===== src/rtl/time_set_ctrl_if.sv =====
// ------------------------------------------------------------------
// time_set_ctrl_if : key, tick and time-load bundle of the set controller
// Rev 1.0
// ------------------------------------------------------------------
`default_nettype none

interface time_set_ctrl_if;
  logic       key_mode;
  logic       key_inc;
  logic       tick_1hz;
  logic [3:0] cur_hour_g;
  logic [3:0] cur_hour_d;
  logic [3:0] cur_min_g;
  logic [3:0] cur_min_d;
  logic       run_en;
  logic       load_en;
  logic [3:0] set_hour_g;
  logic [3:0] set_hour_d;
  logic [3:0] set_min_g;
  logic [3:0] set_min_d;
  logic       sec_clr;
  logic [7:0] blank_mask;
  logic [1:0] mode;

  modport master (
    output key_mode, key_inc, tick_1hz, cur_hour_g, cur_hour_d, cur_min_g, cur_min_d,
    input  run_en, load_en, set_hour_g, set_hour_d, set_min_g, set_min_d, sec_clr,
           blank_mask, mode
  );

  modport slave (
    input  key_mode, key_inc, tick_1hz, cur_hour_g, cur_hour_d, cur_min_g, cur_min_d,
    output run_en, load_en, set_hour_g, set_hour_d, set_min_g, set_min_d, sec_clr,
           blank_mask, mode
  );
endinterface

`default_nettype wire


===== src/rtl/time_set_ctrl.sv =====
// ------------------------------------------------------------------
// time_set_ctrl : two-key HH:MM set controller with debounce, blink and timeout
// Rev 1.0
// ------------------------------------------------------------------
`default_nettype none

module time_set_ctrl #(
  parameter int DEBOUNCE_CYC = 1000000,
  parameter int BLINK_CYC    = 12500000,
  parameter int TIMEOUT_S    = 30
) (
  input wire             CLK_50M,
  input wire             reset,
  time_set_ctrl_if.slave bus
);
  localparam int DB_W = $clog2(DEBOUNCE_CYC + 1);
  localparam int BL_W = $clog2(BLINK_CYC + 1);
  localparam int TO_W = $clog2(TIMEOUT_S + 1);
  localparam logic [DB_W-1:0] DB_LAST  = DB_W'(DEBOUNCE_CYC - 1);
  localparam logic [BL_W-1:0] BL_LAST  = BL_W'(BLINK_CYC - 1);
  localparam logic [TO_W-1:0] TO_LIMIT = TO_W'(TIMEOUT_S);

  typedef enum logic [1:0] {
    RUN      = 2'd0,
    SET_HOUR = 2'd1,
    SET_MIN  = 2'd2,
    COMMIT   = 2'd3
  } state_t;

  // key index 0 = mode, 1 = inc
  logic [1:0]      sync1_q, sync2_q, db_q, db_d, press_q, press_d;
  logic [DB_W-1:0] db_cnt_q [2];
  logic [DB_W-1:0] db_cnt_d [2];

  state_t          state_q, state_d;
  logic [3:0]      hour_g_q, hour_d_q, min_g_q, min_d_q;
  logic [3:0]      hour_g_d, hour_d_d, min_g_d, min_d_d;
  logic [TO_W-1:0] tmo_q, tmo_d;
  logic [BL_W-1:0] blink_cnt_q, blink_cnt_d;
  logic            phase_q, phase_d, arm_q, arm_d;
  logic            run_en_q, run_en_d, load_en_q, load_en_d, sec_clr_q, sec_clr_d;
  logic [7:0]      mask_q, mask_d;
  logic [1:0]      mode_q, mode_d;

  logic            mode_ev, inc_ev, in_set, inc_held, rpt_fire, hour_ok, min_ok;

  always_comb begin
    db_d    = db_q;
    press_d = 2'b00;
    for (int i = 0; i < 2; i++) begin
      db_cnt_d[i] = '0;
      if (sync2_q[i] != db_q[i]) begin
        if (db_cnt_q[i] == DB_LAST) begin
          db_d[i]    = sync2_q[i];
          press_d[i] = db_q[i];
        end else begin
          db_cnt_d[i] = db_cnt_q[i] + 1'b1;
        end
      end
    end
  end

  always_comb begin
    in_set   = (state_q == SET_HOUR) || (state_q == SET_MIN);
    inc_held = ~db_q[1];
    mode_ev  = press_q[0];
    rpt_fire = in_set && inc_held && arm_q && bus.tick_1hz;
    inc_ev   = (press_q[1] | rpt_fire) & ~mode_ev;
    hour_ok  = ((bus.cur_hour_g < 4'd2) && (bus.cur_hour_d <= 4'd9)) ||
               ((bus.cur_hour_g == 4'd2) && (bus.cur_hour_d <= 4'd3));
    min_ok   = (bus.cur_min_g <= 4'd5) && (bus.cur_min_d <= 4'd9);

    state_d  = state_q;
    hour_g_d = hour_g_q;
    hour_d_d = hour_d_q;
    min_g_d  = min_g_q;
    min_d_d  = min_d_q;
    tmo_d    = tmo_q;

    if (blink_cnt_q == BL_LAST) begin
      blink_cnt_d = '0;
      phase_d     = ~phase_q;
    end else begin
      blink_cnt_d = blink_cnt_q + 1'b1;
      phase_d     = phase_q;
    end

    // repeat is armed by the first tick of a hold and fires on every later one
    if (!(in_set && inc_held) || press_q[1]) begin
      arm_d = 1'b0;
    end else if (bus.tick_1hz) begin
      arm_d = 1'b1;
    end else begin
      arm_d = arm_q;
    end

    case (state_q)
      RUN: begin
        tmo_d = '0;
        if (mode_ev) begin
          hour_g_d = hour_ok ? bus.cur_hour_g : 4'd0;
          hour_d_d = hour_ok ? bus.cur_hour_d : 4'd0;
          min_g_d  = min_ok  ? bus.cur_min_g  : 4'd0;
          min_d_d  = min_ok  ? bus.cur_min_d  : 4'd0;
          state_d  = SET_HOUR;
        end
      end
      SET_HOUR, SET_MIN: begin
        if (mode_ev) begin
          tmo_d   = '0;
          state_d = (state_q == SET_HOUR) ? SET_MIN : COMMIT;
        end else if (inc_ev) begin
          tmo_d       = '0;
          phase_d     = 1'b1;
          blink_cnt_d = '0;
          if (state_q == SET_HOUR) begin
            if (hour_g_q == 4'd2 && hour_d_q >= 4'd3) begin
              hour_g_d = 4'd0;
              hour_d_d = 4'd0;
            end else if (hour_d_q >= 4'd9) begin
              hour_g_d = hour_g_q + 4'd1;
              hour_d_d = 4'd0;
            end else begin
              hour_d_d = hour_d_q + 4'd1;
            end
          end else begin
            if (min_d_q >= 4'd9) begin
              min_d_d = 4'd0;
              min_g_d = (min_g_q >= 4'd5) ? 4'd0 : min_g_q + 4'd1;
            end else begin
              min_d_d = min_d_q + 4'd1;
            end
          end
        end else if (bus.tick_1hz) begin
          tmo_d = tmo_q + 1'b1;
          if (tmo_d >= TO_LIMIT) begin
            state_d = RUN;
          end
        end
      end
      default: begin
        tmo_d   = '0;
        state_d = RUN;
      end
    endcase

    run_en_d  = (state_d == RUN);
    load_en_d = (state_d == COMMIT);
    sec_clr_d = (state_d == COMMIT);
    mode_d    = state_d;
    mask_d    = 8'h00;
    if (!phase_d && state_d == SET_HOUR) mask_d = 8'h03;
    if (!phase_d && state_d == SET_MIN)  mask_d = 8'h18;
  end

  always_ff @(posedge CLK_50M or negedge reset) begin
    if (!reset) begin
      sync1_q     <= 2'b11;
      sync2_q     <= 2'b11;
      db_q        <= 2'b11;
      press_q     <= 2'b00;
      db_cnt_q[0] <= '0;
      db_cnt_q[1] <= '0;
      state_q     <= RUN;
      hour_g_q    <= 4'd0;
      hour_d_q    <= 4'd0;
      min_g_q     <= 4'd0;
      min_d_q     <= 4'd0;
      tmo_q       <= '0;
      blink_cnt_q <= '0;
      phase_q     <= 1'b1;
      arm_q       <= 1'b0;
      run_en_q    <= 1'b1;
      load_en_q   <= 1'b0;
      sec_clr_q   <= 1'b0;
      mask_q      <= 8'h00;
      mode_q      <= 2'd0;
    end else begin
      sync1_q     <= {bus.key_inc, bus.key_mode};
      sync2_q     <= sync1_q;
      db_q        <= db_d;
      press_q     <= press_d;
      db_cnt_q[0] <= db_cnt_d[0];
      db_cnt_q[1] <= db_cnt_d[1];
      state_q     <= state_d;
      hour_g_q    <= hour_g_d;
      hour_d_q    <= hour_d_d;
      min_g_q     <= min_g_d;
      min_d_q     <= min_d_d;
      tmo_q       <= tmo_d;
      blink_cnt_q <= blink_cnt_d;
      phase_q     <= phase_d;
      arm_q       <= arm_d;
      run_en_q    <= run_en_d;
      load_en_q   <= load_en_d;
      sec_clr_q   <= sec_clr_d;
      mask_q      <= mask_d;
      mode_q      <= mode_d;
    end
  end

  assign bus.run_en     = run_en_q;
  assign bus.load_en    = load_en_q;
  assign bus.sec_clr    = sec_clr_q;
  assign bus.blank_mask = mask_q;
  assign bus.mode       = mode_q;
  assign bus.set_hour_g = hour_g_q;
  assign bus.set_hour_d = hour_d_q;
  assign bus.set_min_g  = min_g_q;
  assign bus.set_min_d  = min_d_q;
endmodule

`default_nettype wire

===== src/flat_wrapper.sv =====
// flat-port wrapper written by rule: the top's interface ports become plain ports
module time_set_ctrl_flat 
#(
  parameter int DEBOUNCE_CYC = 1000000,
  parameter int BLINK_CYC    = 12500000,
  parameter int TIMEOUT_S    = 30
)
  (CLK_50M, reset, bus_key_mode, bus_key_inc, bus_tick_1hz, bus_cur_hour_g, bus_cur_hour_d, bus_cur_min_g, bus_cur_min_d, bus_run_en, bus_load_en, bus_set_hour_g, bus_set_hour_d, bus_set_min_g, bus_set_min_d, bus_sec_clr, bus_blank_mask, bus_mode);
  time_set_ctrl_if bus_i ();
  input wire CLK_50M;
  input wire reset;
  input wire logic [$bits(bus_i.key_mode)-1:0] bus_key_mode;
  input wire logic [$bits(bus_i.key_inc)-1:0] bus_key_inc;
  input wire logic [$bits(bus_i.tick_1hz)-1:0] bus_tick_1hz;
  input wire logic [$bits(bus_i.cur_hour_g)-1:0] bus_cur_hour_g;
  input wire logic [$bits(bus_i.cur_hour_d)-1:0] bus_cur_hour_d;
  input wire logic [$bits(bus_i.cur_min_g)-1:0] bus_cur_min_g;
  input wire logic [$bits(bus_i.cur_min_d)-1:0] bus_cur_min_d;
  output wire logic [$bits(bus_i.run_en)-1:0] bus_run_en;
  output wire logic [$bits(bus_i.load_en)-1:0] bus_load_en;
  output wire logic [$bits(bus_i.set_hour_g)-1:0] bus_set_hour_g;
  output wire logic [$bits(bus_i.set_hour_d)-1:0] bus_set_hour_d;
  output wire logic [$bits(bus_i.set_min_g)-1:0] bus_set_min_g;
  output wire logic [$bits(bus_i.set_min_d)-1:0] bus_set_min_d;
  output wire logic [$bits(bus_i.sec_clr)-1:0] bus_sec_clr;
  output wire logic [$bits(bus_i.blank_mask)-1:0] bus_blank_mask;
  output wire logic [$bits(bus_i.mode)-1:0] bus_mode;
  assign bus_i.key_mode = bus_key_mode;
  assign bus_i.key_inc = bus_key_inc;
  assign bus_i.tick_1hz = bus_tick_1hz;
  assign bus_i.cur_hour_g = bus_cur_hour_g;
  assign bus_i.cur_hour_d = bus_cur_hour_d;
  assign bus_i.cur_min_g = bus_cur_min_g;
  assign bus_i.cur_min_d = bus_cur_min_d;
  assign bus_run_en = bus_i.run_en;
  assign bus_load_en = bus_i.load_en;
  assign bus_set_hour_g = bus_i.set_hour_g;
  assign bus_set_hour_d = bus_i.set_hour_d;
  assign bus_set_min_g = bus_i.set_min_g;
  assign bus_set_min_d = bus_i.set_min_d;
  assign bus_sec_clr = bus_i.sec_clr;
  assign bus_blank_mask = bus_i.blank_mask;
  assign bus_mode = bus_i.mode;
  time_set_ctrl #(.DEBOUNCE_CYC(DEBOUNCE_CYC), .BLINK_CYC(BLINK_CYC), .TIMEOUT_S(TIMEOUT_S)) u_core (.CLK_50M(CLK_50M), .reset(reset), .bus(bus_i));
endmodule

===== config.mk =====
export PLATFORM = sky130hd
export DESIGN_NAME = time_set_ctrl_flat
export DESIGN_NICKNAME = d
export VERILOG_FILES = /design/src/rtl/time_set_ctrl_if.sv /design/src/rtl/time_set_ctrl.sv /design/src/flat_wrapper.sv
export SDC_FILE = /design/constraint.sdc
export NUM_CORES = 1
export LEC_CHECK = 0
export BUFFER_PORTS_ARGS = -buffer_cell sky130_fd_sc_hd__buf_2
export CAP_MARGIN = 25
export CORE_ASPECT_RATIO = 0.75
export CORE_MARGIN = 2
export CORE_UTILIZATION = 55
export CTS_CLUSTER_DIAMETER = 200
export DETAILED_ROUTE_END_ITERATION = 7
export GPL_ROUTABILITY_DRIVEN = 0
export HOLD_SLACK_MARGIN = 0.03
export PLACE_DENSITY = 0.76
export SYNTH_ARGS = -nofsm -noshare
export SYNTH_HDL_FRONTEND = slang
export SYNTH_SLANG_ARGS = --single-unit
export TNS_END_PERCENT = 20

===== constraint.sdc =====
create_clock -name CLK_50M -period 2.5 [get_ports CLK_50M]
set_input_delay 0.125 -clock CLK_50M [delete_from_list [all_inputs] [get_ports CLK_50M]]
set_output_delay 0.125 -clock CLK_50M [all_outputs]
set_load 0.01 [all_outputs]

==> results.yml <==
status:
  status: "finished, final reports clean"
critical_path:
  end_kind: "flip-flop"
  arrival_ns: 2.42
  crit_start: "u_core.state_q[0]"
  critPathMaxFanout: 10
  critPathLaunchType: "flip-flop"
  path_class: "reg2reg"
  r2r-start: "u_core.state_q[0]"
  required_ns: 2.72
power_and_ir_drop:
  p_sw_frac: 0.215
  power_switching_uw: 692
  power.share.clock: 0.447
  power_frac_comb: 0.036
  seqPwrFrac: 0.517
  powerDensity_mw_per_mm2: 535
  p_int_mw: 2.52
  vdd_ir_drop_max_v: 0.000357
  cellLeakagePower_nw: 2.72
clock_tree:
  cts_tree: "built"
  postCtsSetupBuffers: 0
  htree_levels: 3
  clk_latency_ns: 0.34
  numClockSinks: 101
  ctsHoldBuffers: 3
  clock_path_buffers: 2
  cts_resized: 0
  clk_pin_slew_ns: 0.07
  cts_buffers: 9
  clockRootBuffer: "clkbuf_16"
timing:
  grt_setup_unrepaired: "no"
  finalCritPeriodShare: 0.882
  setup-violations-final: 0
  fmax_mhz: 454
  worst_slew_pin_slew_ns: 0.756
  finalHoldWorstSlack_ns: 0.0981
  maxSlewViolCount: 0
  fin_skew_ns: 0.00392
  slew_headroom: 0.492
  fin_setup_tns_ns: 0
  fin_crit_ns: 2.20
  finalHoldViolations: 0
global_routing:
  grt_pass1_vias: 3669
  grt_pass1_wl_um: 17700
  grt-ovfl-total: 0
  antenna_found_initial: 0
  track_usage: 0.208
  grt_max_degree: 55
synthesis:
  yosysSeqAreaShare: 0.476
  syn_area_per_cell_um2: 9.99
  synth_warnings: 0
  ys_top_cells_by_area: "dfrtp_1, xor2_1, nor2_1, ha_1, xnor2_1"
  ys_types: 66
  ys_ff_latch: 101
  async_flop_share: 1.00
  synthCells: 534
  syn_area_mm2: 0.00534
  synth_flop_cell: "dfrtp_1"
  yosys.area.top_type: "dfrtp_1"
  synth_edf_count: 0
  synth_top_area_frac: 0.436
place:
  portBuffers: 45
  post-place-cells: 699
  dp_hpwl_um: 7260
routing:
  postRouteAntennaNets: 0
  via_per_inst: 5.50
  post_drt_wl_per_cell_um: 14.5
  dr.first_iter.drc_count: 245
  wl_um: 10400
  first_pass_iters: 4
  drcViolationCount: 0
  vias: 3952
floorplanning:
  ios: 50
  row_count: 31
  die-area_mm2: 0.0105
  die_y_um: 89.3
  die_x_um: 118
  core_area_mm2: 0.00954
  start_util: 0.559
finish:
  antenna_cells: 0
  instances_no_fill: 718
  fin_nets: 622
  utilization: 0.630
  fill_cells: 773
  layout-drive-gt1-share: 0.160
  syn_to_final_growth_pct: 12.6
hold_path:
  hp-class: "in2reg"
  min-delay-start: "bus_tick_1hz"
job:
  maxCapViolCount: 0
[cells in the mapped netlist, drive strengths merged, types with 2 or more instances]
library cell / n
a221oi: 3
clkbuf: 3
nand2: 36
and4b: 2
a211oi: 2
or4: 3
nor2: 82
mux2: 5
nor4b: 7
inv: 22
or3: 5
nand4: 16
a21oi: 11
and3b: 2
dfrtp: 93
a21boi: 2
and3: 15
and4: 8
nand2b: 5
nor3b: 3
nor3: 12
o31ai: 2
xor2: 36
o21ai: 16
ha: 20
dfstp: 8
nand3: 28
nor2b: 3
nand3b: 4
o22ai: 4
o21a: 2
or2: 4
xnor2: 27
buf: 16
nor4: 10
[layout by cell type (no fill, tap or decap), drive strengths merged, types with 5 or more instances in the layout]
cell type / count
nand4: 16
nand3: 28
or3: 5
and3: 15
xor2: 36
buf: 49
a21oi: 11
nor3: 12
nor4: 10
mux2: 5
xnor2: 27
nor2: 82
nand2: 36
nand2b: 5
and4: 8
nor4b: 7
clkbuf: 11
inv: 23
o21ai: 16
dfrtp: 93
dfstp: 8
ha: 20
[kinds of logic after synthesis]
group / synth area share
other: 0.000703
adders and majority gates: 0.0469
xor gates and xnor gates: 0.103
AOI/OAI and AO/OA: 0.0694
muxes: 0.0124
DFF: 0.476
and+or+nand+nor: 0.255
buffers and inverters: 0.0368
[path summary, 6_finish.rpt]
check	to	slack, ns	cells after the start
hold / removal	u_core.tmo_q[1]	0.1	2
setup / recovery	u_core.bus.set_hour_d[0]	0.30	6
setup reg to reg	u_core.bus.set_hour_d[0]	0.30	6
hold reg to reg	u_core.sync2_q[1]	0.36	0
min in group asynchronous	u_core.bus.set_min_d[0]	0.36	2
max in group asynchronous	u_core.sync2_q[1]	1.39	3
[layer usage]
layer,part of all wire,global-route usage,routed length [µm],vias up
li1,-,-,-,1940
met1,0.50,0.293,5180,1911
met2,0.44,0.321,4590,86
met3,0.044,0.0504,456,15
met4,0.014,0.0723,146,0
met5,0,0,0,-
[worst max-delay path, stage by stage (launching register included)]
cell,delay [ns]
dfrtp_1,0.43
inv_1,0.09
ha_1,0.46
and3_4,0.24
or4_1,0.53
a221oi_1,0.26
a21oi_1,0.07
[stage by stage]
stage | instance area, µm² | power [mW] | setup slack (ns)
floorplan | 5350 | 1.74 | 0.496
global placement | 5670 | 1.80 | 0.414
detailed placement | 5670 | 1.81 | 0.340
CTS | 6010 | 3.26 | 0.284
global route | 6010 | 3.33 | 0.158
finish | 6010 | 3.21 | 0.296
[state kept, by name (all words and copies together), names as in the netlist]
| signal | count |
|---|---|
| u_core.state_q | 2 |
| u_core.bus.set_min_d | 4 |
| u_core.blink_cnt_q | 24 |
| u_core.bus.run_en | 1 |
| u_core.tmo_q | 5 |
| u_core.bus.set_hour_g | 4 |
| u_core.bus.set_min_g | 4 |
| u_core.sync1_q | 2 |
| u_core.bus.set_hour_d | 4 |
| u_core.bus.load_en | 1 |
| u_core.sync2_q | 2 |
| u_core.db_cnt_q | 40 |
| u_core.db_q | 2 |
| u_core.bus.blank_mask | 2 |
| u_core.arm_q | 1 |
| u_core.phase_q | 1 |
| u_core.press_q | 2 |
[final cells by class]
class	instances	area [µm²]	share of cell area
inverters	22	82.6	0.0137
clock buffers	11	253	0.0421
flip-flops and latches	101	2540	0.422
clock inverters	5	57.6	0.00958
repair buffers	52	300	0.0500
multi-input cells	395	2610	0.435
well taps	132	165	0.0275
[power by group through the flow]
stage | combinational [mW] | sequential [mW] | clock (mW)
floorplan | 0.0506 | 1.69 | 0
global route | 0.131 | 1.66 | 1.53
detailed placement | 0.113 | 1.69 | 0
global placement | 0.110 | 1.69 | 0
CTS | 0.118 | 1.66 | 1.48
finish | 0.115 | 1.66 | 1.44
No activity file was read; power rests on OpenSTA's default activity.
